File: src/rtl/uart_tx_arbiter_if.sv
// Bundle between the requesters, the round-robin UART arbiter and the UART transmitter.
// A byte is accepted on a cycle with req_valid[i] && req_ready[i]; requesters hold valid and data until then.
interface uart_tx_arbiter_if #(
    parameter int N_REQ = 4
);
    logic [N_REQ-1:0]   req_valid;
    logic [8*N_REQ-1:0] req_data;
    logic [N_REQ-1:0]   req_ready;
    logic [7:0]         tx_data;
    logic               tx_start;
    logic               tx_busy;
    logic [2:0]         grant_id;
    logic               active;
    logic               err_timeout;
    logic [1:0]         state_dbg;

    modport master (
        input  req_valid, req_data, tx_busy,
        output req_ready, tx_data, tx_start, grant_id, active, err_timeout, state_dbg
    );

    modport slave (
        output req_valid, req_data, tx_busy,
        input  req_ready, tx_data, tx_start, grant_id, active, err_timeout, state_dbg
    );
endinterface

File: src/rtl/uart_tx_arbiter.sv
// Round-robin arbiter feeding one UART transmitter: grant, hold tx_start until busy,
// wait for busy to fall, with a timeout on the start handshake.
module uart_tx_arbiter #(
    parameter int N_REQ        = 4,
    parameter int BUSY_TIMEOUT = 15
) (
    input  logic               clk,
    input  logic               rst_n,
    uart_tx_arbiter_if.master  bus
);
    typedef enum logic [1:0] {
        IDLE      = 2'd0,
        START     = 2'd1,
        WAIT_DONE = 2'd2
    } state_t;

    localparam logic [7:0] TMO_LAST = 8'(BUSY_TIMEOUT - 1);

    state_t           state_q, state_d;
    logic [2:0]       ptr_q, ptr_d;
    logic [7:0]       cnt_q, cnt_d;
    logic [7:0]       tx_data_q, tx_data_d;
    logic [2:0]       gid_q, gid_d;
    logic             err_q, err_d;
    logic             arm_q;
    logic [N_REQ-1:0] ready;
    logic             found;
    logic [2:0]       sel;
    logic [7:0]       sel_data;
    logic [2:0]       next_ptr;

    // Descending scan so the last hit is the one closest to ptr.
    always_comb begin
        found    = 1'b0;
        sel      = '0;
        sel_data = '0;
        for (int k = N_REQ - 1; k >= 0; k--) begin
            for (int i = 0; i < N_REQ; i++) begin
                if (bus.req_valid[i] && (i == (int'(ptr_q) + k) % N_REQ)) begin
                    found    = 1'b1;
                    sel      = 3'(i);
                    sel_data = bus.req_data[8*i +: 8];
                end
            end
        end
    end

    assign next_ptr = (gid_q == 3'(N_REQ - 1)) ? 3'd0 : gid_q + 3'd1;

    always_comb begin
        state_d   = state_q;
        ptr_d     = ptr_q;
        cnt_d     = cnt_q;
        tx_data_d = tx_data_q;
        gid_d     = gid_q;
        err_d     = 1'b0;
        ready     = '0;
        case (state_q)
            IDLE: begin
                // arm_q blocks a grant on the first edge after reset release.
                if (arm_q && !bus.tx_busy && found) begin
                    ready     = N_REQ'(1) << sel;
                    tx_data_d = sel_data;
                    gid_d     = sel;
                    cnt_d     = '0;
                    state_d   = START;
                end
            end
            START: begin
                if (bus.tx_busy) begin
                    state_d = WAIT_DONE;
                end else if (cnt_q == TMO_LAST) begin
                    err_d   = 1'b1;
                    ptr_d   = next_ptr;
                    state_d = IDLE;
                end else begin
                    cnt_d = cnt_q + 8'd1;
                end
            end
            WAIT_DONE: begin
                if (!bus.tx_busy) begin
                    ptr_d   = next_ptr;
                    state_d = IDLE;
                end
            end
            default: state_d = IDLE;
        endcase
    end

    always_ff @(posedge clk or negedge rst_n) begin
        if (!rst_n) begin
            state_q   <= IDLE;
            ptr_q     <= '0;
            cnt_q     <= '0;
            tx_data_q <= '0;
            gid_q     <= '0;
            err_q     <= 1'b0;
            arm_q     <= 1'b0;
        end else begin
            state_q   <= state_d;
            ptr_q     <= ptr_d;
            cnt_q     <= cnt_d;
            tx_data_q <= tx_data_d;
            gid_q     <= gid_d;
            err_q     <= err_d;
            arm_q     <= 1'b1;
        end
    end

    assign bus.req_ready   = ready;
    assign bus.tx_data     = tx_data_q;
    assign bus.tx_start    = (state_q == START);
    assign bus.grant_id    = gid_q;
    assign bus.active      = (state_q != IDLE);
    assign bus.err_timeout = err_q;
    assign bus.state_dbg   = state_q;
endmodule

File: src/flat_wrapper.sv
// flat-port wrapper written by rule: the top's interface ports become plain ports
module uart_tx_arbiter_flat 
#(
    parameter int N_REQ        = 4,
    parameter int BUSY_TIMEOUT = 15
)
  (clk, rst_n, bus_req_valid, bus_req_data, bus_tx_busy, bus_req_ready, bus_tx_data, bus_tx_start, bus_grant_id, bus_active, bus_err_timeout, bus_state_dbg);
  uart_tx_arbiter_if #(.N_REQ(N_REQ)) bus_i ();
  input  logic clk;
  input  logic rst_n;
  input wire logic [$bits(bus_i.req_valid)-1:0] bus_req_valid;
  input wire logic [$bits(bus_i.req_data)-1:0] bus_req_data;
  input wire logic [$bits(bus_i.tx_busy)-1:0] bus_tx_busy;
  output wire logic [$bits(bus_i.req_ready)-1:0] bus_req_ready;
  output wire logic [$bits(bus_i.tx_data)-1:0] bus_tx_data;
  output wire logic [$bits(bus_i.tx_start)-1:0] bus_tx_start;
  output wire logic [$bits(bus_i.grant_id)-1:0] bus_grant_id;
  output wire logic [$bits(bus_i.active)-1:0] bus_active;
  output wire logic [$bits(bus_i.err_timeout)-1:0] bus_err_timeout;
  output wire logic [$bits(bus_i.state_dbg)-1:0] bus_state_dbg;
  assign bus_i.req_valid = bus_req_valid;
  assign bus_i.req_data = bus_req_data;
  assign bus_i.tx_busy = bus_tx_busy;
  assign bus_req_ready = bus_i.req_ready;
  assign bus_tx_data = bus_i.tx_data;
  assign bus_tx_start = bus_i.tx_start;
  assign bus_grant_id = bus_i.grant_id;
  assign bus_active = bus_i.active;
  assign bus_err_timeout = bus_i.err_timeout;
  assign bus_state_dbg = bus_i.state_dbg;
  uart_tx_arbiter #(.N_REQ(N_REQ), .BUSY_TIMEOUT(BUSY_TIMEOUT)) u_core (.clk(clk), .rst_n(rst_n), .bus(bus_i));
endmodule
File: config.mk
export PLATFORM = sky130hd
export DESIGN_NAME = uart_tx_arbiter_flat
export DESIGN_NICKNAME = d
export VERILOG_FILES = /design/src/rtl/uart_tx_arbiter_if.sv /design/src/rtl/uart_tx_arbiter.sv /design/src/flat_wrapper.sv
export SDC_FILE = /design/constraint.sdc
export NUM_CORES = 1
export LEC_CHECK = 0
export ABC_AREA = 1
export ABC_CLOCK_PERIOD_IN_PS = 1720
export CORE_UTILIZATION = 40
export CTS_BUF_LIST = sky130_fd_sc_hd__clkbuf_2 sky130_fd_sc_hd__clkbuf_4 sky130_fd_sc_hd__clkbuf_8
export CTS_CLUSTER_SIZE = 25
export DETAILED_ROUTE_END_ITERATION = 10
export PLACE_DENSITY = 0.68
export SLEW_MARGIN = 10
export SYNTH_ARGS = -nofsm -noshare
export SYNTH_HDL_FRONTEND = slang
export SYNTH_SLANG_ARGS = --single-unit
File: constraint.sdc
create_clock -name clk -period 1.72 [get_ports clk]
set_input_delay 0.258 -clock clk [delete_from_list [all_inputs] [get_ports clk]]
set_output_delay 0.258 -clock clk [all_outputs]
set_load 0.01 [all_outputs]
==> results.md, run 1 <==
* Register area share after synthesis at 0.231
* Hold buffer count at CTS at 0
* Largest family of logic cells by synthesized area: simple AND/OR/NAND/NOR gates
* Hold crit path type: primary input to asynchronous set/reset pin
* Data required, critical path at 1870 ps
* Vias at between 3k and 4k
* CTS Sinks at 24
* Syn_nets at 492
* Max cap viols at 0
* Top post-synthesis cells by area: dfrtp_1 23%, nand2_1 19%, inv_1 9.2%
* Final WS setup at -559 ps
* Failing checks: negative setup slack
* FP Rows at 29
* First-pass GRT wire length at 16.0 mm
* TritonRoute pass-1 iters at 4
* CP max FO at 6
* Worst path arrival time at 2430 ps
* Final wirelength at 10.1 mm
* Crit path from: u_core.ptr_q[0]
* Flop2flop setup slack at -560 ps
* Routability cong. at between 0.9 and 1
* Largest net degree at the start of global routing at 25
* Mapped Area at about 2600 um2
* Leak at 0.00220 uW
* CP Launch Type: flop
* Overall global routing resource usage at 0.315
* R2r endpoint: u_core.bus.tx_data[2]
* Die X at 82.6 um
* Clock slew at reported path FFs at 90 ps
* Flops & latches, synth at 24
* Crit end category: flop
* Final Skew at 5.62 ps
* Boundary pin count at 59
* Hold WS at 332 ps
* Minimum clock period at 2280 ps
* Drt wl/cell at 15.1 um
* Pre-CTS setup slack at -997 ps
* Post-synthesis xor/xnor area fraction at 0.00674
* # nets final at about 630
* Leading area contributor after synthesis: dfrtp_1
* Antenna violations before repair at 0
* N_diodes at 0
* Most common cell after layout, fill and taps aside: nand2_1
* Post-DP HPWL at 7.73 mm
* Total CTS buffers at 3
* Simple-Gate Fraction of Synth Area at 0.371
* Cells after Synth at 450
* Final hold violations at 0
* Tcrit/Tclk final at 1.32
* Setup violators final at 23
* Post-synthesis mux area share at 0
* Initial Utilization at 0.412
* Synth Area in Adders at 0.0144
* Vias in the first global route at 3442
* Inst Count DP at approximately 650
* DR iter-0 viols at 216
* Port Buffer Count at 57
* CTS max path bufs at 2
* Kind of critical path: flop to flop
* Cell count of the worst reg-to-reg path at 16
* Die height at 82.6 um
* Layout cells sized above 1 at 0.275
* Peak supply drop at 0.797 mV
* CTS HTree Levels at 1
* Synthesized area per cell at just under 6 um2
* Yosys cell types at 36
* Critical R2R Launch: u_core.ptr_q[0]
* CORE AREA at 6310 um2
* RSZ-0062 raised after global routing: yes
* Compound-Gate Fraction of Synth Area at 0.236
* Global route total overflow at 0
* Top cell type's share of synthesized area at 0.231
* Fill cell count at 594
* Slew Limit Fails at 0
* Status: complete, but fails checks
* Routed vias/inst at 5.36
* ANT nets after route at 0
* Root Buffer: clkbuf_8
* CTS tree: done
* Ys Warns at 0
* Area Growth Syn to Fin at 62.3%
* Fmax at 439 MHz
* Skew-Pair Late Insertion Delay at 270 ps
* Commonest cells after routing, fill and taps aside: 122 x nand2_1, 76 x buf_4, 59 x inv_1
* Pwr per Cell Area at 1460 nW/um2
* # DRC at 0
* Non-Filler Instances at 666
* Die ar. at 6830 um2
==> kinds of logic (layout without fill, tap and decap cells) <==
kind of cell    Yosys count  in the layout
buf+inv                  86            225
xor+xnor                  2              2
compound gates          110            110
other cells               2              2
flops                    24             24
simple gates            223            223
fa+ha+maj                 3              3
==> flip-flops by register name (all words and copies together), names as in the netlist <==
name and flops:
u_core.bus.grant_id 2, u_core.bus.err_timeout 1, u_core.cnt_q 8, u_core.bus.tx_data 8
u_core.ptr_q 2, u_core.arm_q 1, u_core.bus.state_dbg 2
==> cell usage after synthesis <==
| master | number |
|---|---|
| o41ai_1 | 1 |
| o211a_1 | 1 |
| o21ai_0 | 35 |
| nand2_2 | 6 |
| nand3_1 | 20 |
| buf_6 | 3 |
| ha_1 | 3 |
| o31ai_1 | 1 |
| dfrtp_1 | 24 |
| nand4_1 | 11 |
| o211ai_1 | 1 |
| nor4_1 | 2 |
| conb_1 | 2 |
| o21bai_1 | 1 |
| buf_2 | 6 |
| o22ai_1 | 7 |
| nand2_1 | 130 |
| a31oi_1 | 1 |
| nor3_1 | 5 |
| or2_1 | 1 |
| o21ai_1 | 7 |
| inv_2 | 8 |
| a21oi_1 | 43 |
| inv_1 | 64 |
| a221oi_1 | 4 |
| buf_4 | 2 |
| a211oi_1 | 6 |
| nor2_4 | 2 |
| nand3_2 | 2 |
| clkbuf_1 | 3 |
| nor2_2 | 4 |
| nand2_4 | 1 |
| a21boi_1 | 1 |
| a21oi_2 | 1 |
| nor2_1 | 39 |
| xor2_1 | 2 |
==> final cells by class <==
| class | count | area, um2 | area share |
|---|---|---|---|
| clock buffer | 4 | 55.1 | 0.0130 |
| inverter | 72 | 278 | 0.0658 |
| multi-input combinational | 340 | 1830 | 0.434 |
| tap | 77 | 96.3 | 0.0228 |
| sequential | 24 | 603 | 0.143 |
| timing repair buffer | 149 | 1360 | 0.322 |
==> how the worst max path moves through the flow <==
stage	to	slack, ps	cells past startpoint
2_1_floorplan	bus_req_ready[1]	-140	12
3_3_place_gp	bus_req_ready[1]	-910	12
4_1_cts	bus_req_ready[2]	-570	10
5_1_grt	bus_req_ready[2]	-700	10
6_report	u_core.bus.tx_data[2]	-560	16
3_5_place_dp	bus_req_ready[2]	-1000	12
==> worst max-delay path, cell delays in order (launching register included) <==
cell and delay (ps):
dfrtp_2 470, buf_6 130, buf_6 90, nand2_4 70
nor2_4 150, inv_2 60, nand2_2 60, inv_2 40
nand4_1 70, nand3_2 130, buf_6 150, buf_6 100
buf_6 110, buf_12 130, bufbuf_16 260, nand2_1 80
nand2_1 70
==> layer usage <==
| metal | part of all wire | global-route usage | vias to the layer above |
|---|---|---|---|
| met1 | 0.43 | 0.390 | 1637 |
| li1 | - | - | 1757 |
| met5 | 0 | 0 | - |
| met4 | 0.038 | 0.129 | 0 |
| met2 | 0.48 | 0.546 | 144 |
| met3 | 0.052 | 0.0407 | 32 |
==> where the power goes <==
group	total (uW)	internal [uW]	switching [uW]
logic	4830	2240	2590
registers	931	757	174
clock network	384	204	180
total	6150	3200	2950
==> metrics by stage <==
step                utilization  total power (uW)  TNS (ps)  area (um2)
floorplan                     -              3280      -494        2660
global placement          0.604              5000    -12870        3810
detailed placement        0.604              5040    -14320        3810
CTS                       0.666              6030     -9240        4200
global route              0.668              6700    -13360        4220
finish                    0.668              6150     -9860        4220
==> what timing repair did <==
item / in CTS / in global routing
setup endpoints to repair: 25 / 23
gates cloned: 1 / 0
buffers inserted: 14 / 1
gates resized for setup: 77 / 2
pin swaps: 17 / 4
Note: power is estimated with default switching activity, not from simulation.
==> run 2: changes to the inputs <==
RECOVER_POWER = 25   (was unset)
==> run 2 against run 1 <==
The flow still finishes with violations (negative setup slack). Power hardly changed. Wire length hardly changed. Register-to-register slack hardly changed. Hold slack better by 160 ps.
==> results.md, run 2 (same netlist as run 1, synthesis figures left out) <==
* Status: complete, but fails checks
* Failing checks: negative setup slack
* CORE AREA at 6310 um2
* Largest stage delay, worst path at 480 ps
* Slew Limit Fails at 0
* Drt wl/cell at 15.1 um
* Slowest-stage cell, CP: dfrtp_2
* Kind of critical path: flop to flop
* RSZ-0062 raised after global routing: yes
* Tcrit/Tclk final at 1.32
* DR iter-0 viols at 216
* Clock slew at reported path FFs at 90 ps
* Setup violators final at 23
* CTS Sinks at 24
* Root Buffer: clkbuf_8
* Post-DP HPWL at 7.73 mm
* Peak supply drop at 0.797 mV
* Boundary pin count at 59
* Final Cell Area at 4220 um2
* # DRC at 0
* TritonRoute pass-1 iters at 4
* Crit-path most repeated cell: buf_6
* FP Rows at 29
* Largest net degree at the start of global routing at 25
* Leak at roughly 0.0022 uW
* Total CTS buffers at 3
* Area occupied by multi-input gates at 1830 um2
* Hold WS at 488 ps
* N_diodes at 0
* CP max FO at 6
* Worst path arrival time at 2430 ps
* Crit end category: flop
* Final WS setup at -559 ps
* Routed vias/inst at 5.36
* Die ar. at 6830 um2
* Pwr per Cell Area at 1460 nW/um2
* Hold crit path type: flop to flop
* First-pass GRT wire length at 16.0 mm
* Top Family by Delay on Critical Path: buffers and inverters
* Setup Total Neg Slack at -9850 ps
* Minimum clock period at about 2300 ps
* Fill cell count at just under 600
* Buf/Inv on CP at 9
* CP Launch Type: flop
* Final Skew at 5.62 ps
* CTS HTree Levels at 1
* Data required, critical path at ~1900 ps
* Initial Utilization at 0.412
* Layout cells sized above 1 at 0.275
* Seq. cell area at around 600 um2
* Final wirelength at 10.1 mm
* Overall global routing resource usage at 0.315
* Commonest cells after routing, fill and taps aside: 122 x nand2_1, 75 x buf_4, 59 x inv_1
* Skew-Pair Late Insertion Delay at 270 ps
* Routability cong. at a little over 0.9
* Most common cell after layout, fill and taps aside: nand2_1
* Port Buffer Count at 57
* Global route total overflow at 0
* Pre-CTS setup slack at -997 ps
* Die height at 82.6 um
* Antenna violations before repair at 0
* Placed cell areas at 3810 um2
* Hold buffer count at CTS at 0
* Vias at around 3.6k
* # nets final at about 630
* CP Cell Sequence: buf_6 > buf_6 > nand2_4 > nor2_4 > inv_2 > nand2_2 > inv_2 > nand4_1 > nand3_2 > buf_6 > buf_6 > buf_6 > buf_12 > bufbuf_16 > nand2_1 > nand2_1
* Fmax at approximately 440 MHz
* Slew margin rel. at 0.609
* CTS tree: done
* Tot Pwr at 6140 uW
* Die X at a little over 80 um
* CTS max path bufs at 2
* Vias in the first global route at 3442
* Final hold violations at 0
* Area Growth Syn to Fin at 62.2%
* Max cap viols at 0
* Worst slew pin tran at 587 ps
* ANT nets after route at 0
## run 2: final cells by class
class	instances	share of cell area
multi-input combinational	340	0.434
sequential	24	0.143
clock buffer	4	0.0131
tap	77	0.0228
inverter	72	0.0659
timing repair buffer	149	0.321
## run 2: power breakdown
part,internal [uW],switching [uW]
combinational,2240,2590
sequential,757,174
clock,204,180
total,3200,2950
## run 2: worst paths after layout
kind / start / to / slack [ps] / depth (start not counted)
max: u_core.ptr_q[0] / u_core.bus.tx_data[2] / -560 / 16
min: u_core.bus.tx_data[4] / u_core.bus.tx_data[4] / 490 / 2
max reg2reg: u_core.ptr_q[0] / u_core.bus.tx_data[2] / -560 / 16
min reg2reg: u_core.bus.tx_data[4] / u_core.bus.tx_data[4] / 490 / 2
max in group asynchronous: rst_n / u_core.ptr_q[1] / 800 / 2
min in group asynchronous: rst_n / u_core.bus.tx_data[7] / 510 / 2
## run 2: metrics by stage
step / std cells / utilization
global placement: 647 / 0.604
global route: 666 / 0.668
CTS: 665 / 0.666
floorplan: 450 / -
detailed placement: 647 / 0.604
finish: 666 / 0.668
## run 2: tightest hold or removal path, stage by stage, from the launching register on
cell and delay (ps):
dfrtp_1 350, nand2_1 50, nand2_1 50
## run 2: repair_timing
action | CTS | global route
hold endpoints to repair | 0 | 0
resized for setup | 77 | 2
endpoints found under the setup margin | 25 | 23
setup buffers | 14 | 1
cloned | 1 | 0
pin swaps | 17 | 4
## run 2: routing by layer
layer	up-vias	global-route usage	part of all wire	wire length (um)
met3	32	0.0407	0.054	548
li1	1757	-	-	-
met5	-	0	0	0
met4	0	0.129	0.038	380
met1	1636	0.390	0.43	4320
met2	146	0.546	0.48	4840
